[src/rtl/seg_num_formatter.sv]
// Sequential signed-binary to 8-digit display formatter (shift-add-3) with sign, dot,
// leading-zero blanking and error pattern; all display outputs commit on one edge.
module seg_num_formatter #(
    parameter int DATA_W = 28
) (
    input  logic              clk,
    input  logic              rst_n,
    input  logic              req,
    input  logic [DATA_W-1:0] value,
    input  logic              err_in,
    input  logic              dot_valid,
    input  logic [2:0]        dot_pos,
    output logic              busy,
    output logic              done,
    output logic [4:0]        seg_data_1,
    output logic [4:0]        seg_data_2,
    output logic [4:0]        seg_data_3,
    output logic [4:0]        seg_data_4,
    output logic [4:0]        seg_data_5,
    output logic [4:0]        seg_data_6,
    output logic [4:0]        seg_data_7,
    output logic [4:0]        seg_data_8,
    output logic [7:0]        seg_data_en,
    output logic [7:0]        seg_dot_en
);
    typedef enum logic [2:0] {IDLE, ABS, CONV, FORMAT, COMMIT} state_t;
    localparam int          CNT_W   = $clog2(DATA_W + 1);
    localparam logic [4:0]  C_MINUS = 5'd12;
    localparam logic [4:0]  C_ERR   = 5'd15;
    localparam logic [4:0]  C_BLANK = 5'd16;

    state_t                 state_q, state_d;
    logic [DATA_W-1:0]      val_q, val_d, mag_q, mag_d, mag_abs;
    logic [31:0]            bcd_q, bcd_d, bcd_next, mag_ext;
    logic [DATA_W-1:0]      mag_next;
    logic [CNT_W-1:0]       cnt_q, cnt_d;
    logic                   dot_valid_q, dot_valid_d, neg_q, neg_d, err_q, err_d;
    logic [2:0]             dot_pos_q, dot_pos_d, msd, keep, sign_idx;
    logic [7:0][4:0]        stage_seg_q, stage_seg_d, seg_q, seg_d;
    logic [7:0]             stage_en_q, stage_en_d, stage_dot_q, stage_dot_d;
    logic [7:0]             en_q, en_d, dot_q, dot_d;
    logic                   busy_q, busy_d, done_q, done_d;

    function automatic logic [31:0] add3(input logic [31:0] b);
        logic [31:0] r;
        r = b;
        for (int i = 0; i < 8; i++)
            if (r[4*i +: 4] >= 4'd5) r[4*i +: 4] = r[4*i +: 4] + 4'd3;
        return r;
    endfunction

    // NOTE: every signal written here gets a default first, so no path can infer a latch.
    always_comb begin
        state_d     = state_q;
        val_d       = val_q;
        mag_d       = mag_q;
        bcd_d       = bcd_q;
        cnt_d       = cnt_q;
        dot_valid_d = dot_valid_q;
        dot_pos_d   = dot_pos_q;
        neg_d       = neg_q;
        err_d       = err_q;
        stage_seg_d = stage_seg_q;
        stage_en_d  = stage_en_q;
        stage_dot_d = stage_dot_q;
        seg_d       = seg_q;
        en_d        = en_q;
        dot_d       = dot_q;
        busy_d      = busy_q;
        done_d      = 1'b0;

        mag_abs = val_q[DATA_W-1] ? ({DATA_W{1'b0}} - val_q) : val_q;
        mag_ext = 32'(mag_abs);
        {bcd_next, mag_next} = {add3(bcd_q), mag_q} << 1;

        msd = 3'd0;
        for (int i = 0; i < 8; i++)
            if (bcd_q[4*i +: 4] != 4'd0) msd = 3'(i);
        keep     = (dot_valid_q && dot_pos_q > msd) ? dot_pos_q : msd;
        sign_idx = keep + 3'd1;

        case (state_q)
            IDLE: if (req) begin
                val_d       = value;
                err_d       = err_in;
                dot_valid_d = dot_valid;
                dot_pos_d   = dot_pos;
                busy_d      = 1'b1;
                state_d     = err_in ? COMMIT : ABS;
            end
            ABS: begin
                neg_d = val_q[DATA_W-1];
                if (mag_ext > 32'd99999999 ||
                    (val_q[DATA_W-1] && mag_ext > 32'd9999999) ||
                    (val_q[DATA_W-1] && dot_valid_q && dot_pos_q == 3'd7)) begin
                    err_d   = 1'b1;
                    state_d = COMMIT;
                end else begin
                    // First iteration folded in: with a cleared BCD register add-3 is a no-op,
                    // so it reduces to shifting the magnitude MSB into the BCD LSB.
                    bcd_d   = 32'(mag_abs[DATA_W-1]);
                    mag_d   = mag_abs << 1;
                    cnt_d   = CNT_W'(DATA_W - 1);
                    state_d = CONV;
                end
            end
            CONV: begin
                bcd_d = bcd_next;
                mag_d = mag_next;
                cnt_d = cnt_q - 1'b1;
                if (cnt_q == CNT_W'(1)) state_d = FORMAT;
            end
            FORMAT: begin
                for (int i = 0; i < 8; i++) begin
                    if (i <= int'(keep)) begin
                        stage_seg_d[i] = {1'b0, bcd_q[4*i +: 4]};
                        stage_en_d[i]  = 1'b1;
                    end else begin
                        stage_seg_d[i] = C_BLANK;
                        stage_en_d[i]  = 1'b0;
                    end
                end
                if (neg_q) begin
                    stage_seg_d[sign_idx] = C_MINUS;
                    stage_en_d[sign_idx]  = 1'b1;
                end
                stage_dot_d = dot_valid_q ? (8'b1 << dot_pos_q) : 8'h00;
                state_d     = COMMIT;
            end
            COMMIT: begin
                if (err_q) begin
                    seg_d = {{7{C_BLANK}}, C_ERR};
                    en_d  = 8'h01;
                    dot_d = 8'h00;
                end else begin
                    seg_d = stage_seg_q;
                    en_d  = stage_en_q;
                    dot_d = stage_dot_q;
                end
                done_d  = 1'b1;
                busy_d  = 1'b0;
                state_d = IDLE;
            end
            default: state_d = IDLE;
        endcase
    end

    // NOTE: sequential state uses non-blocking assignments so every flop samples pre-edge values.
    always_ff @(posedge clk or negedge rst_n) begin
        if (!rst_n) begin
            state_q     <= IDLE;
            val_q       <= '0;
            mag_q       <= '0;
            bcd_q       <= '0;
            cnt_q       <= '0;
            dot_valid_q <= 1'b0;
            dot_pos_q   <= '0;
            neg_q       <= 1'b0;
            err_q       <= 1'b0;
            stage_seg_q <= {8{C_BLANK}};
            stage_en_q  <= '0;
            stage_dot_q <= '0;
            seg_q       <= {8{C_BLANK}};
            en_q        <= '0;
            dot_q       <= '0;
            busy_q      <= 1'b0;
            done_q      <= 1'b0;
        end else begin
            state_q     <= state_d;
            val_q       <= val_d;
            mag_q       <= mag_d;
            bcd_q       <= bcd_d;
            cnt_q       <= cnt_d;
            dot_valid_q <= dot_valid_d;
            dot_pos_q   <= dot_pos_d;
            neg_q       <= neg_d;
            err_q       <= err_d;
            stage_seg_q <= stage_seg_d;
            stage_en_q  <= stage_en_d;
            stage_dot_q <= stage_dot_d;
            seg_q       <= seg_d;
            en_q        <= en_d;
            dot_q       <= dot_d;
            busy_q      <= busy_d;
            done_q      <= done_d;
        end
    end

    assign busy        = busy_q;
    assign done        = done_q;
    assign seg_data_1  = seg_q[0];
    assign seg_data_2  = seg_q[1];
    assign seg_data_3  = seg_q[2];
    assign seg_data_4  = seg_q[3];
    assign seg_data_5  = seg_q[4];
    assign seg_data_6  = seg_q[5];
    assign seg_data_7  = seg_q[6];
    assign seg_data_8  = seg_q[7];
    assign seg_data_en = en_q;
    assign seg_dot_en  = dot_q;
endmodule

[config.mk]
export PLATFORM = sky130hd
export DESIGN_NAME = seg_num_formatter
export DESIGN_NICKNAME = d
export VERILOG_FILES = /design/src/rtl/seg_num_formatter.sv
export SDC_FILE = /design/constraint.sdc
export NUM_CORES = 1
export LEC_CHECK = 0
export ABC_AREA = 1
export ABC_CLOCK_PERIOD_IN_PS = 5170
export CAP_MARGIN = 20
export CORE_ASPECT_RATIO = 1.5
export CORE_MARGIN = 2
export CORE_UTILIZATION = 30
export CTS_CLUSTER_DIAMETER = 120
export CTS_CLUSTER_SIZE = 16
export DETAILED_ROUTE_END_ITERATION = 7
export SETUP_SLACK_MARGIN = 0.15
export SYNTH_ARGS = -nofsm -noshare
export SYNTH_HDL_FRONTEND = slang
export SYNTH_SLANG_ARGS = --single-unit
export TNS_END_PERCENT = 100
[constraint.sdc]
create_clock -name clk -period 5.17 [get_ports clk]
set_input_delay 1.551 -clock clk [delete_from_list [all_inputs] [get_ports clk]]
set_output_delay 1.551 -clock clk [all_outputs]
set_load 0.02 [all_outputs]
== After elaboration in Yosys (flattened, before gate mapping) ==
Index checks and enable logic that the tools add are counted.

* Add/sub/neg operators: 11
* Order comparisons: 20
* Equal/unequal tests: 10
* Shift operators: 1
* Muxes and demuxes: 74
* Bitwise operators: 4
* Reduce and logical (&&, ||, !) cells: 23

{| class="wikitable"
|+ Operators with widths
! operator !! number
|-
| 5-bit two-way mux || 17
|-
| 40-bit two-way mux || 2
|-
| 32-bit case mux with 2 select lines || 1
|-
| 28-bit two-way mux || 2
|-
| 28-bit case mux with 2 select lines || 1
|-
| 3-bit two-way mux || 12
|-
| 4-bit by 3-bit greater-or-equal comparator with 1-bit output, second input constant || 8
|-
| 32-bit two-way mux || 1
|-
| 8-bit two-way mux || 4
|-
| 4-bit by 2-bit adder with 4-bit output, second input constant || 7
|-
| 28-bit by 24-bit greater-than comparator with 1-bit output, second input constant || 1
|-
| 28-bit by 27-bit greater-than comparator with 1-bit output, second input constant || 1
|-
| 4-bit two-way mux || 7
|-
| 4-bit nonzero test || 7
|-
| 1-bit by 28-bit subtractor with 28-bit output, first input constant || 1
|-
| 24-bit bitwise AND || 1
|-
| 24-bit inverter || 1
|-
| 1-bit two-way mux || 21
|-
| 16-bit bitwise OR || 1
|-
| 5-bit demux with 3-bit select || 1
|-
| 3-bit less-or-equal comparator, first input constant || 4
|-
| 3-bit case mux with 4 select lines || 1
|-
| 5-bit case mux with 2 select lines || 1
|-
| 2-bit != test, second input constant || 4
|-
| 22 further kinds || 36
|}

* Register bits after elaboration: 216
* Input bits: 36

== Longest topological paths before layout ==
Gate-level depths: netlist of the first run.

* Word-level depth: 19
* Depth in mapped cells: 24
* Mapped depth without buffers: 24

== Worst setup path after synthesis of the first run ==
No wires, ideal clock.

* Path kind: reg2reg
* Start point: register bcd_q[28]
* End point: register stage_seg_q[30] (netlist bit)
* Library setup time: 0.122 ns
* Arrival time: 3.492 ns
* Required time: 5.048 ns
* Path slack: 1.556 ns
* Stages on the path, launching flop included: 23
* Path buffers: 0
* Period minus slack after synthesis: 3.614 ns
* Cells stage by stage: dfrtp_1 > inv_1 > ha_1 > inv_1 > or2_2 > nor2_1 > nand2_1 > nor2_1 > ha_1 > a21oi_1 > o21ai_0 > nand3_1 > nand3_1 > o21ai_2 > inv_1 > ha_1 > ha_1 > inv_1 > nor3_1 > nand2_1 > nand2_1 > inv_1 > a32o_1

* Word-level cells in the longest chain between the ends: 13
* Elaborated cells on any way between the ends: 17
* Those cells by class: add/sub: 1; order compare: 4; mux: 7; bitwise: 2; reduce/logical: 3

{| class="wikitable"
|+ Ends and longest elaborated chain
! element !! RTL line !! text
|-
| start, declared || 34 || <nowiki>logic [31:0] bcd_q, bcd_d, bcd_next, mag_ext;</nowiki>
|-
| start signal, assigned || 154 || <nowiki>bcd_q <= '0;</nowiki>
|-
| start signal, assigned || 172 || <nowiki>bcd_q <= bcd_d;</nowiki>
|-
| 4-bit nonzero test * || 78 || <nowiki>if (bcd_q[4*i +: 4] != 4'd0) msd = 3'(i);</nowiki>
|-
| 3-bit two-way mux * || 78 ||
|-
| 3-bit greater-than comparator || 79 || <nowiki>keep = (dot_valid_q && dot_pos_q > msd) ? dot_pos_q : msd;</nowiki>
|-
| 1-bit logical AND || 79 ||
|-
| 3-bit two-way mux * || 79 ||
|-
| 3-bit by 1-bit adder with 3-bit output || 80 || <nowiki>sign_idx = keep + 3'd1;</nowiki>
|-
| 3-bit by 4-bit less-than comparator with 1-bit output (implied by the code) or 3-bit by 1-bit greater-or-equal comparator with 1-bit output (tied branches) || 124 || <nowiki>stage_seg_d[sign_idx] = C_MINUS;</nowiki>
|-
| 1-bit logical AND (implied by the code) || 124 ||
|-
| 5-bit two-way mux (implied by the code) || 124 ||
|-
| 5-bit demux with 3-bit select || 124 ||
|-
| 24-bit inverter (no line) || -- ||
|-
| 24-bit bitwise AND (no line) || -- ||
|-
| 40-bit two-way mux * || 123 || <nowiki>if (neg_q) begin</nowiki>
|-
| end signal, assigned || 160 || <nowiki>stage_seg_q <= {8{C_BLANK}};</nowiki>
|-
| end signal, assigned || 178 || <nowiki>stage_seg_q <= stage_seg_d;</nowiki>
|-
| end, declared || 39 || <nowiki>logic [7:0][4:0] stage_seg_q, stage_seg_d, seg_q, seg_d;</nowiki>
|}

Mark *: on every way between the ends. The rest lies on a longest branch, timed or not. The select of a mux whose other input is x is not followed.
A chain may end at the register's enable or synchronous reset.

== Worst setup path after layout of the first run ==
Same ends and word-level chain as after synthesis.

==> metrics.md, run 1 <==
| Metric | Value |
|---|---|
| CP endpoint kind | `flip-flop` |
| Sequential area share after synthesis | `roughly half` |
| CTS Buffer Depth | `3` |
| Port bufs | `just over 90` |
| Syn_nets | `1,444` |
| I/O pin total | `between 90 and 100` |
| # hold bufs at CTS | `0` |
| GRT Util Overall | `about 14%` |
| Crit path arrival time | `4600 ps` |
| Synth warn | `0` |
| Adder-cell area share of the yosys netlist | `2.95%` |
| XOR/XNOR Fraction of Synth Area | `under 10%` |
| Post-cts sizing count | `0` |
| Crit path cell chain | `inv_1 > ha_1 > inv_1 > or2_2 > nor2_1 > nand2_1 > inv_1 > nand2_1 > inv_1 > ha_1 > nand2_1 > o21ai_0 > nand3_1 > o21ai_2 > inv_1 > ha_1 > ha_1 > inv_1 > nor3_1 > nand2_1 > nand2_1 > inv_1 > a32o_1` |
| Post-layout util | `35.2%` |
| Netlist cell types | `44` |
| Layout cell share with drive strength beyond 1 | `about 7.6%` |
| Placed inst area | `12,400 sq um` |
| Switching power | `about 3 mW` |
| Worst-skew pair later-pin latency | `about 500 ps` |
| Via count | `approximately 9k` |
| Gate power share | `approximately 43%` |
| Crit-path most repeated cell | `inv_1` |
| Power Dens Cells | `531 nW/um^2` |
| Synth Area in Compound Gates | `between 10 and 15%` |
| Die height | `~240 microns` |
| Fmax | `237 MHz` |
| Final hold viol count | `0` |
| Skew final | `roughly 24 ps` |
| Mapped Cells | `1,382` |
| Area grow syn2layout | `16.4%` |
| GRT overflow | `0` |
| Largest net degree at the start of global routing | `115` |
| Nets | `about 1.5k` |
| Dpl hpwl | `about 19,000 microns` |
| R2R Path Start | `bcd_q[28]` |
| Number of global-route vias before repair | `between 8k and 9k` |
| Core ar. | `~36,000 sq um` |
| Setup tns final | `0 ps` |
| RSZ-0062 raised after global routing | `false` |
| Vias per cell | `4.67` |
| Clock share of power | `a little under a fifth` |
| LEAKAGE | `roughly 6.1 nW` |
| CTS H-Tree Depth | `1` |
| Antenna-violating nets left | `0` |
| Post-CTS Setup Inserts | `0` |
| Post-synth EDFFs | `0` |
| Pin slew with the least headroom to its limit | `994 ps` |
| Die area | `38,300 sq um` |
| CP Capture Point | `stage_seg_q[30]` |
| Clock input transition at the sequential cells of the worst setup and hold paths | `~80 ps` |
| Outcome | `finished clean` |
| Final Wtd Congestion | `about 0.85` |
| Wire length per cell | `approximately 14 microns` |
| Post-synthesis simple-gate area fraction | `roughly 27%` |
| Global-route wire length before repair | `45,600 microns` |
| Syn Area/Cell | `~8 sq um` |
| Num rows | `between 80 and 90` |
| Period Utilization, post-route | `81.6%` |
| Antenna violations before repair | `1` |
| Sw Ratio | `between 40% and 50%` |
| Minimum clock period | `approximately 4200 ps` |
| DRT Wirelength | `approximately 27,000 microns` |
| Slew Viols, Final | `0` |
| Root Driver | `clkbuf_16` |
| Post-synth ARST share | `100%` |
| Die width | `between 150 and 200 microns` |
| Crit path required time | `between 5000 and 6000 ps` |
| Initial Util | `around 30%` |
| Seq cells post-synth | `between 200 and 250` |
| Synthesized area | `approximately 11,000 sq um` |
| VDD IR-drop max | `about 240 uV` |
| Total power | `about 6.8 mW` |
| R2R setup slack | `950 ps` |
| Largest family of logic cells by synthesized area | `simple AND/OR/NAND/NOR gates` |
| Worst reg-to-reg path cell count | `23` |
| Ant diodes | `0` |
| Post-synthesis mux area share | `less than 1%` |
| CP Class | `reg -> reg` |
| CP Launch Type | `flip-flop` |
| Hold Crit Class | `reg -> reg` |
| Setup-failing EPs final | `0` |
| Power Internal | `3.87 mW` |
| Num CTS Buffers | `17` |
| Pre-antenna DRT Iters | `5` |
| DRC viols | `0` |
| TritonCTS Sinks | `215` |
| TritonCTS clock tree | `done` |
| Relative slew slack | `33.7%` |
| Primary FF master, synth | `dfrtp_1` |
| Crit path from | `bcd_q[28]` |
| Sequential power share | `between 30 and 40%` |
| Slowest cell delay on critical path | `between 400 and 500 ps` |
| Max-cap violation count | `0` |
| Design area | `between 10,000 and 15,000 sq um` |
| RR Endpoint | `stage_seg_q[30]` |
| Iteration-0 DRC Markers | `approximately 550` |
| Crit Path Max Fanout | `9` |
| Slowest cell on crit path | `dfrtp_1` |
[cell usage after synthesis (2+ instances only)]
cell type	number	area share, %
nand2_4	2	0.20
o22ai_1	6	0.34
buf_4	2	0.14
nand4_1	6	0.34
nor2_1	140	4.8
or2_2	8	0.45
ha_1	26	3.0
o21ai_0	112	5.1
a31oi_1	3	0.17
clkbuf_1	44	1.5
nand2_2	8	0.45
xor2_1	12	0.95
inv_2	4	0.14
o31ai_1	4	0.27
buf_8	3	0.41
nand3b_1	2	0.14
dfstp_2	16	3.8
xnor2_1	4	0.32
nand3_2	20	1.8
buf_2	5	0.23
mux2_2	8	0.82
nor3_1	9	0.41
nor2_2	6	0.34
inv_1	147	5.0
a32o_1	2	0.18
o211ai_1	4	0.27
buf_6	6	0.61
o21a_1	3	0.20
a22oi_1	2	0.14
dfrtp_1	199	45
a21oi_1	75	3.4
nand3_1	143	6.5
o21ai_1	6	0.27
nand2_1	335	11
[worst min-delay path by stage]
| stage | from | to | slack (ps) | depth (start not counted) |
|---|---|---|---|---|
| CTS | stage_seg_q[4] | stage_seg_q[4] | 450 | 2 |
| detailed placement | stage_seg_q[4] | stage_seg_q[4] | 440 | 2 |
| global placement | stage_seg_q[4] | stage_seg_q[4] | 430 | 2 |
| global route | stage_seg_q[4] | stage_seg_q[4] | 470 | 2 |
| finish | stage_seg_q[4] | stage_seg_q[4] | 450 | 2 |
| floorplan | stage_seg_q[4] | stage_seg_q[4] | 420 | 2 |
[metrics by stage]
| stage | instances | hold slack [ps] | setup WS, ps |
|---|---|---|---|
| 2_1_floorplan | 1382 | 424 | 1560 |
| 3_3_place_gp | 1910 | 435 | 1220 |
| 3_5_place_dp | 1910 | 440 | 1010 |
| 4_1_cts | 1939 | 452 | 983 |
| 5_1_grt | 1939 | 472 | 606 |
| 6_report | 1939 | 446 | 949 |
[layout make-up]
class | count | area, sq um
multi-input cells | 954 | 4750
inverters | 152 | 572
well taps | 484 | 606
fillers | 3751 | 23600
clock inverters | 1 | 11.3
repair buffers | 105 | 1020
clock buffers | 28 | 467
flip-flops and latches | 215 | 5400
[layout by cell type (no fill, tap or decap), drive strengths merged]
master,instances
clkdlybuf4s50,92
a21oi,75
a31oi,3
o41ai,1
nand4,6
dfrtp,199
dfstp,16
a22oi,2
o22ai,6
clkinv,1
mux2,8
xor2,13
nand2,345
nand3,163
nor3,9
o211ai,4
o211a,1
or2,8
o21ai,119
o31ai,4
nor2,147
xnor2,4
ha,26
a32o,2
a21o,1
inv,152
nor4,1
nand3b,2
buf,12
clkbuf,29
a211oi,1
o21a,3
[metal layers]
metal / part of all wire, % / vias up / GRT usage (%) / routed length [microns]
met5: 0.048 / - / 0 / 13
met3: 2.8 / 47 / 1.39 / 774
met4: 3.7 / 2 / 6.06 / 1010
met2: 51 / 159 / 27.0 / 14000
li1: - / 4570 / - / -
met1: 42 / 4273 / 16.9 / 11400
[registers in the layout, indices dropped and copies added, names as in the netlist, 8 cells and up]
signal,count
seg_data_en,8
stage_en_q,8
mag_q,27
stage_dot_q,8
seg_dot_en,8
bcd_q,32
val_q,28
stage_seg_q,40
[cell families (layout without fill, tap and decap cells)]
group                    count (synthesis)  after routing
AND/OR/NAND/NOR                        681            681
AO/OA/AOI/OAI                          222            222
flip-flops                             215            215
buffers and inverters                  213            286
adder cells (fa/ha/maj)                 26             26
XOR/XNOR                                17             17
multiplexers                             8              8
[power by group through the flow]
stage	Sequential (mW)	Clock, mW	Combinational (mW)
after floorplan	2.69	0	2.05
after global placement	2.68	0	2.86
after detailed placement	2.70	0	2.93
after CTS	2.67	1.30	2.94
after global routing	2.74	1.36	3.34
final	2.67	1.25	2.90
[worst max-delay path, delay by kind of cell, from the launching register on]
family / cells / cell delay [ps]
and+or+nand+nor: 9 / 1470
adders and majority gates: 4 / 840
AOI/OAI and AO/OA: 3 / 780
buffers and inverters: 7 / 600
DFF: 1 / 430
Note: power is estimated with default switching activity, not from simulation.
==> inputs of run 2 (changes only) <==
--- a/config.mk
+++ b/config.mk
@@ -6,7 +6,7 @@
 export NUM_CORES = 1
 export LEC_CHECK = 0
 export ABC_AREA = 1
-export ABC_CLOCK_PERIOD_IN_PS = 5170
+export ABC_CLOCK_PERIOD_IN_PS = 3560
 export CAP_MARGIN = 20
 export CORE_ASPECT_RATIO = 1.5
 export CORE_MARGIN = 2
==> constraint.sdc (replaced) <==
create_clock -name clk -period 3.56 [get_ports clk]
set_input_delay 1.068 -clock clk [delete_from_list [all_inputs] [get_ports clk]]
set_output_delay 1.068 -clock clk [all_outputs]
set_load 0.02 [all_outputs]
==> metrics.md, run 2 (synthesized netlist as in run 1, its figures left out) <==
| Metric | Value |
|---|---|
| Outcome | `finished clean` |
| Root Driver | `clkbuf_16` |
| CTS Buffer Depth | `3` |
| RSZ-0062 raised after global routing | `true` |
| Power Dens Cells | `790 nW/um^2` |
| Pin slew with the least headroom to its limit | `just over 800 ps` |
| CP endpoint kind | `flip-flop` |
| Antenna-violating nets left | `0` |
| Crit path required time | `3940 ps` |
| Crit path cell chain | `inv_2 > ha_2 > nand2_1 > nor2_1 > buf_4 > nand3_1 > nand2_1 > inv_1 > ha_1 > nand2_1 > o21ai_2 > nand3_4 > buf_6 > o21ai_4 > inv_2 > ha_4 > ha_4 > inv_4 > nor3_4 > nand2_2 > nand2_2 > inv_2 > a32o_2` |
| Global-route wire length before repair | `between 40,000 and 50,000 microns` |
| Slew Viols, Final | `0` |
| Largest net degree at the start of global routing | `between 100 and 150` |
| Crit path arrival time | `3860 ps` |
| Via count | `9,175` |
| Placed cells | `1,930` |
| Post-route insts no fill | `just under 2k` |
| DRC viols | `0` |
| Pre-antenna DRT Iters | `5` |
| Core ar. | `36,500 sq um` |
| Num CTS Buffers | `17` |
| Most common cell after layout, fill and taps aside | `nand2_1` |
| Reg with most FFs | `stage_seg_q` |
| Number of buffers and inverters on the critical path | `7` |
| # hold bufs at CTS | `0` |
| Setup-failing EPs final | `0` |
| Nets | `approximately 1.5k` |
| VDD IR-drop max | `approximately 390 uV` |
| Delay-heaviest family, CP | `adder cells` |
| Setup tns final | `0 ps` |
| Ant diodes | `0` |
| CTS H-Tree Depth | `1` |
| Number of global-route vias before repair | `~9.2k` |
| Vias per cell | `4.65` |
| Max reg flops | `40` |
| Num rows | `86` |
| GRT Util Overall | `between 10% and 20%` |
| I/O pin total | `between 90 and 100` |
| Crit Path Max Fanout | `4` |
| Hold Crit Class | `reg -> reg` |
| Antenna violations before repair | `2` |
| CP Launch Type | `flip-flop` |
| Hold Slack | `451 ps` |
| Total power | `between 10 and 15 mW` |
| Final hold viol count | `0` |
| Die width | `about 160 microns` |
| Minimum clock period | `between 3000 and 4000 ps` |
| Top flop regs | `stage_seg_q: 40 flops, bcd_q: 32 flops, val_q: 28 flops` |
| LEAKAGE | `about 6.3 nW` |
| Slowest cell on crit path | `dfrtp_1` |
| Port bufs | `93` |
| Slowest cell delay on critical path | `between 400 and 500 ps` |
| Period Utilization, post-route | `97.8%` |
| Iteration-0 DRC Markers | `approximately 530` |
| Die height | `between 200 and 250 microns` |
| CP Class | `reg -> reg` |
| Clock input transition at the sequential cells of the worst setup and hold paths | `~80 ps` |
| Worst-skew pair later-pin latency | `approximately 520 ps` |
| Fmax | `287 MHz` |
| Skew final | `between 30 and 40 ps` |
| Design area | `13,300 sq um` |
| Area grow syn2layout | `20.9%` |
| DRT Wirelength | `27,600 microns` |
| Relative slew slack | `44.7%` |
| Wire length per cell | `approximately 14 microns` |
| Initial Util | `between 30% and 40%` |
| Commonest non-fill, non-tap cells in the layout | `nand2_1, dfrtp_1, nand3_1, inv_1, nor2_1` |
| Layout cell share with drive strength beyond 1 | `roughly an eighth` |
| Dpl hpwl | `slightly below 20,000 microns` |
| GRT overflow | `0` |
| Placed inst area | `around 13,000 sq um` |
| Final Wtd Congestion | `around 0.86` |
| TritonCTS clock tree | `done` |
| TritonCTS Sinks | `215` |
| Die area | `roughly 38,000 sq um` |
| Max-cap violation count | `0` |
==> run 2: changes by cell type in the layout (fill, tap and decap cells not counted), moves of 5 or more <==
cell     before  now
buf_4        12   39
inv_1       147  138
nand2_1     335  328
nand2_2       8   14
ha_1         26   21
inv_2         4   13
==> run 2: stage by stage <==
step           util [%]  setup slack [ps]
2_1_floorplan         -               155
3_3_place_gp       34.6              79.5
3_5_place_dp       34.6             -24.3
4_1_cts            36.1               158
5_1_grt            36.5              -118
6_report           36.5              79.5
==> run 2: power breakdown <==
part | internal, mW | switching (mW)
sequential | 3.24 | 0.632
clock | 0.911 | 0.924
combinational | 1.83 | 2.99
==> run 2: tightest hold or removal path, cell delays in order, from the launching register on <==
cell,delay (ps)
dfstp_2,380
inv_1,40
nor2_1,40
==> run 2: layout make-up <==
type                            instances  area [sq um]
Timing Repair Buffer                  138          1330
Inverter                              152           573
Tap cell                              484           606
Multi-Input combinational cell        954          4920
Sequential cell                       215          5400
Fill cell                            3772         23200
Clock inverter                          2          20.0
Clock buffer                           28           467
==> run 2: timing repair <==
| item | 4_1_cts | 5_1_grt |
|---|---|---|
| pin swaps | 7 | 16 |
| endpoints found under the setup margin | 31 | 40 |
| gates resized for setup | 11 | 28 |
| endpoints found under the hold margin | 0 | 0 |
| setup buffers | 3 | 10 |
==> run 2: worst paths after layout <==
path / start / end / slack (ps) / cells after the start
setup / recovery: bcd_q[17] / stage_seg_q[30] / 80 / 23
hold / removal: stage_seg_q[4] / stage_seg_q[4] / 450 / 2
setup reg to reg: bcd_q[17] / stage_seg_q[30] / 80 / 23
hold reg to reg: stage_seg_q[4] / stage_seg_q[4] / 450 / 2
max in group asynchronous: rst_n / stage_seg_q[39] / 2060 / 2
min in group asynchronous: rst_n / cnt_q[4] / 560 / 1
==> run 2: routing by layer <==
metal  vias to the layer above  track usage (%)  wire length (microns)  share of wire (%)
li1                       4637                -                      -                  -
met1                      4321             17.1                  11300                 41
met2                       161             26.8                  14300                 52
met3                        52             1.63                    879                3.2
met4                         4             6.63                   1060                3.8
met5                         -                0                     23              0.083
==> inputs of run 3 (changes only) <==
--- a/config.mk
+++ b/config.mk
@@ -15,6 +15,7 @@
 export CTS_CLUSTER_SIZE = 16
 export DETAILED_ROUTE_END_ITERATION = 7
 export SETUP_SLACK_MARGIN = 0.15
+export SLEW_MARGIN = 20
 export SYNTH_ARGS = -nofsm -noshare
 export SYNTH_HDL_FRONTEND = slang
 export SYNTH_SLANG_ARGS = --single-unit
==> results of run 3 <==
The final DEF is identical to that of run 2; final timing and power are the same.
